## config.mk

```make
export PLATFORM = sky130hd
export DESIGN_NAME = mem_port_arbiter_flat
export DESIGN_NICKNAME = d
export VERILOG_FILES = /design/src/rtl/mem_port_arbiter_if.sv /design/src/rtl/mem_port_arbiter.sv /design/src/flat_wrapper.sv
export SDC_FILE = /design/constraint.sdc
export NUM_CORES = 1
export LEC_CHECK = 0
export ABC_AREA = 1
export CELL_PAD_IN_SITES_DETAIL_PLACEMENT = 1
export CELL_PAD_IN_SITES_GLOBAL_PLACEMENT = 2
export CORE_AREA = 2 2 292 294
export DETAILED_ROUTE_END_ITERATION = 16
export DIE_AREA = 0 0 294 296
export DONT_BUFFER_PORTS = 1
export GPL_ROUTABILITY_DRIVEN = 0
export PLACE_DENSITY = 0.54
export SLEW_MARGIN = 20
export SYNTH_ARGS = -nofsm -noshare
export SYNTH_HDL_FRONTEND = slang
export SYNTH_SLANG_ARGS = --single-unit
```

## constraint.sdc

```tcl
create_clock -name clock -period 1.3 [get_ports clock]
set_input_delay 0.195 -clock clock [delete_from_list [all_inputs] [get_ports clock]]
set_output_delay 0.195 -clock clock [all_outputs]
set_load 0.01 [all_outputs]
```

## src/rtl/mem_port_arbiter_if.sv

```systemverilog
// Cache-side and memory-side signal bundle for the shared memory port arbiter.
// The arbiter attaches through the slave modport; caches and memory drive the master view.
interface mem_port_arbiter_if #(
  parameter int ADDR_W  = 32,
  parameter int BLOCK_W = 128
);
  logic               ic_req;
  logic [ADDR_W-1:0]  ic_addr;
  logic [BLOCK_W-1:0] ic_rdata;
  logic               ic_done;

  logic               dc_req;
  logic               dc_we;
  logic [ADDR_W-1:0]  dc_addr;
  logic [BLOCK_W-1:0] dc_wdata;
  logic [BLOCK_W-1:0] dc_rdata;
  logic               dc_done;

  logic               mem_req;
  logic               mem_we;
  logic [ADDR_W-1:0]  mem_addr;
  logic [BLOCK_W-1:0] mem_wdata;
  logic [BLOCK_W-1:0] mem_rdata;
  logic               mem_ready;

  modport slave (
    input  ic_req, ic_addr, dc_req, dc_we, dc_addr, dc_wdata, mem_rdata, mem_ready,
    output ic_rdata, ic_done, dc_rdata, dc_done, mem_req, mem_we, mem_addr, mem_wdata
  );

  modport master (
    output ic_req, ic_addr, dc_req, dc_we, dc_addr, dc_wdata, mem_rdata, mem_ready,
    input  ic_rdata, ic_done, dc_rdata, dc_done, mem_req, mem_we, mem_addr, mem_wdata
  );
endinterface

```

## src/rtl/mem_port_arbiter.sv

```systemverilog
// Round-robin arbiter sharing one backing-memory port between icache and dcache engines.
// One non-preemptible block transfer at a time, with a sticky watchdog on memory stalls.
module mem_port_arbiter #(
  parameter int ADDR_W  = 32,
  parameter int BLOCK_W = 128,
  parameter int TIMEOUT = 1023
) (
  input  logic               clock,
  input  logic               reset,
  mem_port_arbiter_if.slave  bus,
  output logic               busy,
  output logic               timeout_err
);

  localparam int CNT_W = (TIMEOUT < 2) ? 1 : $clog2(TIMEOUT + 1);

  typedef enum logic [1:0] {IDLE, BUSY, DONE} state_t;
  typedef enum logic {OWN_IC, OWN_DC} owner_t;

  state_t             state_q;
  owner_t             lastGrant_q;
  owner_t             owner_q;
  logic [CNT_W-1:0]   waitCnt_q;
  logic [CNT_W-1:0]   waitCnt_d;
  logic               grantDc;

  logic               memReq_q;
  logic               memWe_q;
  logic [ADDR_W-1:0]  memAddr_q;
  logic [BLOCK_W-1:0] memWdata_q;
  logic [BLOCK_W-1:0] icRdata_q;
  logic [BLOCK_W-1:0] dcRdata_q;
  logic               icDone_q;
  logic               dcDone_q;
  logic               busy_q;
  logic               timeoutErr_q;

  // On a tie the requester that did not win last time gets the port.
  always_comb begin
    grantDc = bus.dc_req && (!bus.ic_req || (lastGrant_q == OWN_IC));
    if (waitCnt_q == CNT_W'(TIMEOUT)) begin
      waitCnt_d = waitCnt_q;
    end else begin
      waitCnt_d = waitCnt_q + CNT_W'(1);
    end
  end

  always_ff @(posedge clock) begin
    if (reset) begin
      state_q      <= IDLE;
      lastGrant_q  <= OWN_IC;
      owner_q      <= OWN_IC;
      waitCnt_q    <= '0;
      memReq_q     <= 1'b0;
      memWe_q      <= 1'b0;
      memAddr_q    <= '0;
      memWdata_q   <= '0;
      icRdata_q    <= '0;
      dcRdata_q    <= '0;
      icDone_q     <= 1'b0;
      dcDone_q     <= 1'b0;
      busy_q       <= 1'b0;
      timeoutErr_q <= 1'b0;
    end else begin
      icDone_q <= 1'b0;
      dcDone_q <= 1'b0;
      case (state_q)
        IDLE: begin
          if (bus.ic_req || bus.dc_req) begin
            state_q  <= BUSY;
            busy_q   <= 1'b1;
            memReq_q <= 1'b1;
            if (grantDc) begin
              owner_q     <= OWN_DC;
              lastGrant_q <= OWN_DC;
              memWe_q     <= bus.dc_we;
              memAddr_q   <= bus.dc_addr;
              memWdata_q  <= bus.dc_wdata;
            end else begin
              owner_q     <= OWN_IC;
              lastGrant_q <= OWN_IC;
              memWe_q     <= 1'b0;
              memAddr_q   <= bus.ic_addr;
            end
          end
        end

        BUSY: begin
          if (bus.mem_ready) begin
            state_q   <= DONE;
            memReq_q  <= 1'b0;
            waitCnt_q <= '0;
            icDone_q  <= (owner_q == OWN_IC);
            dcDone_q  <= (owner_q == OWN_DC);
            if (!memWe_q) begin
              if (owner_q == OWN_DC) begin
                dcRdata_q <= bus.mem_rdata;
              end else begin
                icRdata_q <= bus.mem_rdata;
              end
            end
          end else begin
            // The watchdog only reports; the transfer keeps waiting for memory.
            waitCnt_q <= waitCnt_d;
            if (waitCnt_d == CNT_W'(TIMEOUT)) begin
              timeoutErr_q <= 1'b1;
            end
          end
        end

        DONE: begin
          state_q <= IDLE;
          busy_q  <= 1'b0;
        end

        default: begin
          state_q  <= IDLE;
          busy_q   <= 1'b0;
          memReq_q <= 1'b0;
        end
      endcase
    end
  end

  assign bus.mem_req   = memReq_q;
  assign bus.mem_we    = memWe_q;
  assign bus.mem_addr  = memAddr_q;
  assign bus.mem_wdata = memWdata_q;
  assign bus.ic_rdata  = icRdata_q;
  assign bus.dc_rdata  = dcRdata_q;
  assign bus.ic_done   = icDone_q;
  assign bus.dc_done   = dcDone_q;
  assign busy          = busy_q;
  assign timeout_err   = timeoutErr_q;

endmodule

```

## src/flat_wrapper.sv

```systemverilog
// flat-port wrapper written by rule: the top's interface ports become plain ports
module mem_port_arbiter_flat 
#(
  parameter int ADDR_W  = 32,
  parameter int BLOCK_W = 128,
  parameter int TIMEOUT = 1023
)
  (clock, reset, busy, timeout_err, bus_ic_req, bus_ic_addr, bus_dc_req, bus_dc_we, bus_dc_addr, bus_dc_wdata, bus_mem_rdata, bus_mem_ready, bus_ic_rdata, bus_ic_done, bus_dc_rdata, bus_dc_done, bus_mem_req, bus_mem_we, bus_mem_addr, bus_mem_wdata);
  mem_port_arbiter_if #(.ADDR_W(ADDR_W), .BLOCK_W(BLOCK_W)) bus_i ();
  input  logic clock;
  input  logic reset;
  output logic busy;
  output logic timeout_err;
  input wire logic [$bits(bus_i.ic_req)-1:0] bus_ic_req;
  input wire logic [$bits(bus_i.ic_addr)-1:0] bus_ic_addr;
  input wire logic [$bits(bus_i.dc_req)-1:0] bus_dc_req;
  input wire logic [$bits(bus_i.dc_we)-1:0] bus_dc_we;
  input wire logic [$bits(bus_i.dc_addr)-1:0] bus_dc_addr;
  input wire logic [$bits(bus_i.dc_wdata)-1:0] bus_dc_wdata;
  input wire logic [$bits(bus_i.mem_rdata)-1:0] bus_mem_rdata;
  input wire logic [$bits(bus_i.mem_ready)-1:0] bus_mem_ready;
  output wire logic [$bits(bus_i.ic_rdata)-1:0] bus_ic_rdata;
  output wire logic [$bits(bus_i.ic_done)-1:0] bus_ic_done;
  output wire logic [$bits(bus_i.dc_rdata)-1:0] bus_dc_rdata;
  output wire logic [$bits(bus_i.dc_done)-1:0] bus_dc_done;
  output wire logic [$bits(bus_i.mem_req)-1:0] bus_mem_req;
  output wire logic [$bits(bus_i.mem_we)-1:0] bus_mem_we;
  output wire logic [$bits(bus_i.mem_addr)-1:0] bus_mem_addr;
  output wire logic [$bits(bus_i.mem_wdata)-1:0] bus_mem_wdata;
  assign bus_i.ic_req = bus_ic_req;
  assign bus_i.ic_addr = bus_ic_addr;
  assign bus_i.dc_req = bus_dc_req;
  assign bus_i.dc_we = bus_dc_we;
  assign bus_i.dc_addr = bus_dc_addr;
  assign bus_i.dc_wdata = bus_dc_wdata;
  assign bus_i.mem_rdata = bus_mem_rdata;
  assign bus_i.mem_ready = bus_mem_ready;
  assign bus_ic_rdata = bus_i.ic_rdata;
  assign bus_ic_done = bus_i.ic_done;
  assign bus_dc_rdata = bus_i.dc_rdata;
  assign bus_dc_done = bus_i.dc_done;
  assign bus_mem_req = bus_i.mem_req;
  assign bus_mem_we = bus_i.mem_we;
  assign bus_mem_addr = bus_i.mem_addr;
  assign bus_mem_wdata = bus_i.mem_wdata;
  mem_port_arbiter #(.ADDR_W(ADDR_W), .BLOCK_W(BLOCK_W), .TIMEOUT(TIMEOUT)) u_core (.clock(clock), .reset(reset), .bus(bus_i), .busy(busy), .timeout_err(timeout_err));
endmodule
```

==> summary.md, run 1 <==
| Metric | Value |
|---|---|
| Status | finished, violations left |
| Failing checks | hold timing, setup timing |
| Design area | ~24000 um2 |
| Worst setup EP type | register |
| Slew HR | between 30 and 40% |
| Worst Setup Start Kind | register |
| CTS sink cnt | 435 |
| Final hold vios | 15 |
| Die H | 296 um |
| CTS Buffer Depth | 3 |
| Cts hold-fix bufs | 324 |
| Vias | roughly 16000 |
| Number of H-tree levels | 2 |
| Slew @ Worst Pin | 0.943 ns |
| Worst Path Arrival | 2.12 ns |
| Post-Syn Area | between 15000 and 20000 um2 |
| Post-synthesis area per instance | roughly 8 um2 |
| Setup TNS | -81.65 ns |
| First-pass GRT wire length | 104000 um |
| Post-layout nets | 2751 |
| # DRC | 0 |
| Largest net degree at the start of global routing | 65 |
| Maximum clock frequency | 612 MHz |
| Most common cell after layout, fill and taps aside | nor2_1 |
| Core area | roughly 84000 um2 |
| Vias per cell | 4.38 |
| Number of buffers created by CTS | 54 |
| WL/cell | 21.6 um |
| Vias in the first global route | 16200 |
| Routed wire length | between 70000 and 80000 um |
| Hold crit path type | in2reg |
| Rows | ~110 |
| Syn Inst Count | approximately 2000 |
| Clock Latency Late Sink | approximately 0.6 ns |
| Synth Net Count | 2323 |
| Crit Path Max Fanout | 6 |
| PD cells | 1440 nW/um2 |
| Worst stage delay on the critical path | 0.32 ns |
| Most frequent cells in the layout | nor2_1, dfxtp_1, o21ai_0, dlygate4sd3_1, nand2_1 |
| GRT overflow | 0 |
| Post-synthesis sequential area ratio | 55.9% |
| Io pins | 748 |
| Max cap viols | 0 |
| Required time worst endpoint | roughly 1.8 ns |
| Worst path cell trace | inv_2 > nand2_4 > clkinv_4 > nand2_8 > nor3_4 > buf_12 > buf_12 > inv_8 > clkbuf_16 > buf_8 > nor2_1 > nor2_1 |
| TritonRoute pass-1 iters | 5 |
| Leak | 10.1 nW |
| Total GRT Usage | 15.6% |
| Hold slack | -0.157 ns |
| Final Core Density | 28.9% |
| Fin Clk Skew | 0.0194 ns |
| Setup CP Type | reg2reg |
| Initial Utilization | 18.5% |
| Tmin final | 1.63 ns |
| YS warnings | 0 |
| RSZ-0062 raised after global routing | yes |
| Layout cells sized above 1 | 18.5% |
| Clock Tree Root | clkbuf_16 |
| Slew Viols, Final | 0 |
| Worst-path clk slew | 0.06 ns |
| Die area | about 87000 um2 |
| Die width | 294 um |
| IR Drop Worst-Case VDD | 0.734 mV |
| Critical path's slowest cell | dfxtp_2 |
| CTS tree | built |
| Initial DRC Count | 544 |
| Final Setup Violations | 445 |
| Tcrit/Tclk final | 126% |
| Number of synthesized register bits | 435 |
| Port Buf Inserts | 0 |
| Area grow syn2layout | 56.5% |
| Unique cell type count in the Yosys netlist | 32 |
| Initial antenna violation count | 7 |
| Final ANT Viol Nets | 0 |
| Final HPWL DP | 51800 um |
| Final WS setup | -0.335 ns |
| Post-Place Cell Area | 17800 um2 |
==> state kept, by name, indices dropped and copies added (netlist names), 2 cells and up <==
| name | count |
|---|---|
| u_core.bus.ic_rdata | 128 |
| u_core.bus.mem_wdata | 128 |
| u_core.state_q | 2 |
| u_core.bus.dc_rdata | 128 |
| u_core.waitCnt_q | 10 |
| u_core.bus.mem_addr | 32 |
==> final cells by class <==
type                            count  area [um2]
Antenna cell                        2        5.00
Clock buffer                       76        1580
Clock inverter                     24         249
Fill cell                        9800       59800
Inverter                           23         129
Multi-Input combinational cell   1393        6560
Sequential cell                   435        8720
Tap cell                         1090        1360
Timing Repair Buffer              517        5770
==> metrics by stage <==
step / total power, mW / std cells / setup WS [ns]
6_report: 35.1 / 3560 / -0.335
5_1_grt: 36.6 / 3560 / -0.409
4_1_cts: 35.2 / 3524 / -0.360
3_5_place_dp: 18.4 / 3094 / -0.479
3_3_place_gp: 18.3 / 3094 / -0.441
2_1_floorplan: 16.9 / 1996 / -0.0802
==> routing by layer <==
layer	GRT usage (%)	part of all wire [%]
met5	0	0.070
met4	5.33	2.9
met3	5.91	9.0
met2	27.8	51
met1	16.8	37
==> what timing repair did <==
action	4_1_cts	5_1_grt
cloned	3	23
pin swaps	2	26
endpoints found under the hold margin	435	15
gates resized for setup	75	188
endpoints found under the setup margin	488	484
setup buffers	3	11
==> critical path, delay by kind of cell, from the launching register on <==
kind | cells | cell delay [ns]
AND/OR/NAND/NOR | 5 | 0.43
buffers and inverters | 7 | 0.75
flip-flops | 1 | 0.32
==> worst paths after layout <==
kind / depth (start not counted) / endpoint / startpoint / slack (ns)
max: 12 / u_core.bus.dc_rdata[37]$_SDFFE_PP0P_ / u_core.state_q[1]$_SDFFE_PP0P_ / -0.33
min: 3 / u_core.state_q[1]$_SDFFE_PP0P_ / bus_mem_ready / -0.16
max reg2reg: 12 / u_core.bus.dc_rdata[37]$_SDFFE_PP0P_ / u_core.state_q[1]$_SDFFE_PP0P_ / -0.33
min reg2reg: 1 / u_core.bus.mem_req$_SDFFE_PP0P_ / u_core.state_q[0]$_SDFFE_PP0P_ / 0.47
==> cells in the mapped netlist <==
cell type  number  area share (%)
xnor2_1         1           0.056
o21a_1          1           0.048
nand3_2         1           0.064
nand2_2         1           0.040
nor3_4          2            0.21
nor3_1          2           0.064
a21oi_1        13            0.42
o21ai_2         1           0.056
and2_1          1           0.040
o22ai_1         1           0.040
nand3_1        10            0.32
clkbuf_2        1           0.032
clkbuf_4        4            0.19
buf_4           8            0.39
nand2_1       114             2.7
dfxtp_1       435              56
o21ai_1        34             1.1
clkbuf_1       67             1.6
nor2_2          3            0.12
o21ai_0       384              12
inv_1          20            0.48
nand4_1         1           0.040
xor2_1          2            0.11
clkinv_2        1           0.032
nor2_1        785              19
a211oi_1        1           0.048
inv_2           2           0.048
nand2_4         2            0.14
ha_1            1           0.080
buf_6          24             1.7
a31oi_1        32             1.3
buf_2          41             1.3
==> where the power goes <==
| group | switching, mW | leakage [nW] | internal, mW |
|---|---|---|---|
| combinational | 2.17 | 5.64 | 1.91 |
| clock | 6.27 | 0.908 | 9.24 |
| sequential | 1.26 | 3.56 | 14.2 |
| total | 9.71 | 10.1 | 25.4 |
==> kinds of logic after synthesis <==
kind of cell	count (synthesis)	share of synthesized area (%)
and+or+nand+nor	922	22.7
AOI/OAI and AO/OA	467	15.3
DFF	435	55.9
buffers and inverters	168	5.84
xor gates and xnor gates	3	0.169
adders and majority gates	1	0.0803
Note: power is estimated with default switching activity, not from simulation.
==> run 2, diff against run 1 <==
--- a/config.mk
+++ b/config.mk
@@ -14,6 +14,7 @@
 export DONT_BUFFER_PORTS = 1
 export GPL_ROUTABILITY_DRIVEN = 0
 export PLACE_DENSITY = 0.54
+export REMOVE_ABC_BUFFERS = 1
 export SLEW_MARGIN = 20
 export SYNTH_ARGS = -nofsm -noshare
 export SYNTH_HDL_FRONTEND = slang
==> summary.md, run 2 (synthesis gave the netlist of run 1 again) <==
| Metric | Value |
|---|---|
| Status | finished, violations left |
| Failing checks | hold timing, setup timing |
| Initial Utilization | a little under a fifth |
| Worst Setup Start Kind | register |
| Core area | roughly 84000 um2 |
| PD cells | 1380 nW/um2 |
| Clock Tree Root | clkbuf_16 |
| Worst setup EP type | register |
| CTS sink cnt | 435 |
| Routed wire length | between 70000 and 80000 um |
| Worst-path clk slew | 0.06 ns |
| Vias per cell | 4.42 |
| Clock Latency Late Sink | 0.62 ns |
| GRT overflow | 0 |
| Hold crit path type | in2reg |
| Final Setup Violations | 434 |
| R2r setup slk | -0.34 ns |
| Largest net degree at the start of global routing | just over 90 |
| Design area | 25500 um2 |
| Die width | 294 um |
| Final WS setup | -0.343 ns |
| Final HPWL DP | 47600 um |
| Post-layout nets | 2764 |
| Worst Path Arrival | 2.14 ns |
| RSZ-0062 raised after global routing | yes |
| IR Drop Worst-Case VDD | approximately 0.92 mV |
| Tcrit/Tclk final | 126% |
| Dpl cells | between 3000 and 4000 |
| TritonRoute pass-1 iters | 4 |
| CTS Buffer Depth | 3 |
| Vias | 15800 |
| Io pins | ~750 |
| First-pass GRT wire length | 105000 um |
| Fin Clk Skew | 0.0197 ns |
| Max cap viols | 0 |
| Final ANT Viol Nets | 0 |
| Total GRT Usage | 15.7% |
| Required time worst endpoint | ~1.8 ns |
| WL/cell | 22.1 um |
| Most frequent cells in the layout | nor2_1, dfxtp_1, dlygate4sd3_1, o21ai_0, nor2_2 |
| Die H | between 200 and 300 um |
| Setup CP Type | reg2reg |
| Initial DRC Count | 500 |
| Number of H-tree levels | 2 |
| Hold slack | -0.115 ns |
| Port Buf Inserts | 0 |
| Rows | roughly 110 |
| Tmin final | 1.64 ns |
| Final Non-Filler Cells | 3570 |
| Post-Place Setup Slack | -0.410 ns |
| Fill cells | slightly below 10000 |
| Initial antenna violation count | 2 |
| Slew Viols, Final | 0 |
| Slew @ Worst Pin | 0.888 ns |
| Vias in the first global route | between 15000 and 20000 |
| Post-Place Cell Area | roughly 17000 um2 |
| Most common cell after layout, fill and taps aside | nor2_1 |
| CTS tree | built |
| Maximum clock frequency | 609 MHz |
| Die area | 87000 um2 |
| Crit Path Max Fanout | 34 |
| Area grow syn2layout | 63.9% |
| Number of buffers created by CTS | 53 |
| Slew HR | 40.6% |
| Final hold vios | 13 |
| Cts hold-fix bufs | 330 |
| Layout cells sized above 1 | 22.9% |
| Leak | 10.3 nW |
| # DRC | 0 |
[run 2: cell types whose count changed in the layout (fill, tap and decap cells not counted), sizes merged]
| cell | change |
|---|---|
| clkinvlp | +2 |
| dlygate4sd3 | +6 |
| clkinv | -3 |
| dlymetal6s4s | -1 |
| buf | -7 |
| diode | +1 |
| inv | -2 |
| clkbuf | +14 |
[run 2: metal layers]
| metal | up-vias | share of wire, % | global-route usage, % |
|---|---|---|---|
| li1 | 7376 | - | - |
| met4 | 0 | 2.9 | 4.84 |
| met5 | - | 0 | 0 |
| met1 | 7717 | 37 | 17.1 |
| met3 | 124 | 8.2 | 5.42 |
| met2 | 575 | 52 | 28.6 |
[run 2: power by group]
part           internal, mW  switching (mW)
registers              14.3            1.24
logic                  2.16            2.32
clock network          9.01            6.32
total                  25.4            9.88
[run 2: layout make-up]
type	count	area, um2	share of cell area, %
clock buffer	76	1530	6.00
antenna	3	7.51	0.0294
sequential	435	8720	34.1
tap	1090	1360	5.34
multi-input combinational	1393	7040	27.6
timing repair buffer	529	6440	25.2
inverter	23	150	0.588
clock inverter	19	263	1.03
timing repair inverter	2	27.5	0.108
[run 2: path summary, 6_finish.rpt]
| path | from | end | cells past startpoint |
|---|---|---|---|
| hold reg to reg | u_core.lastGrant_q$_SDFFE_PP0P_ | u_core.lastGrant_q$_SDFFE_PP0P_ | 2 |
| setup reg to reg | u_core.state_q[0]$_SDFFE_PP0P_ | u_core.bus.mem_wdata[1]$_SDFFE_PP0P_ | 9 |
| hold / removal | bus_mem_ready | u_core.state_q[0]$_SDFFE_PP0P_ | 4 |
| setup / recovery | u_core.state_q[0]$_SDFFE_PP0P_ | u_core.bus.mem_wdata[1]$_SDFFE_PP0P_ | 9 |
[run 2: worst max-delay path, stage by stage (launching register included)]
cell     delay, ns
dfxtp_2       0.33
buf_4         0.13
nor2_1        0.14
o21ai_2       0.11
nor2_4        0.17
inv_4         0.07
buf_12        0.17
buf_4         0.18
nor2_1        0.14
nor2_1        0.07
[run 2: repair_timing]
item / CTS / global route
cloned: 18 / 38
endpoints found under the setup margin: 488 / 474
buffers inserted: 20 / 14
pin swaps: 28 / 104
endpoints found under the hold margin: 434 / 14
resized for setup: 177 / 347
[run 2: stage by stage]
stage | utilization (%) | total power, mW | TNS [ns]
2_1_floorplan | - | 16.8 | -1569.73
3_3_place_gp | 20.7 | 18.1 | -96.55
3_5_place_dp | 20.7 | 18.2 | -119.44
4_1_cts | 28.2 | 35.3 | -97.55
5_1_grt | 30.3 | 36.9 | -153.24
6_report | 30.3 | 35.3 | -107.33
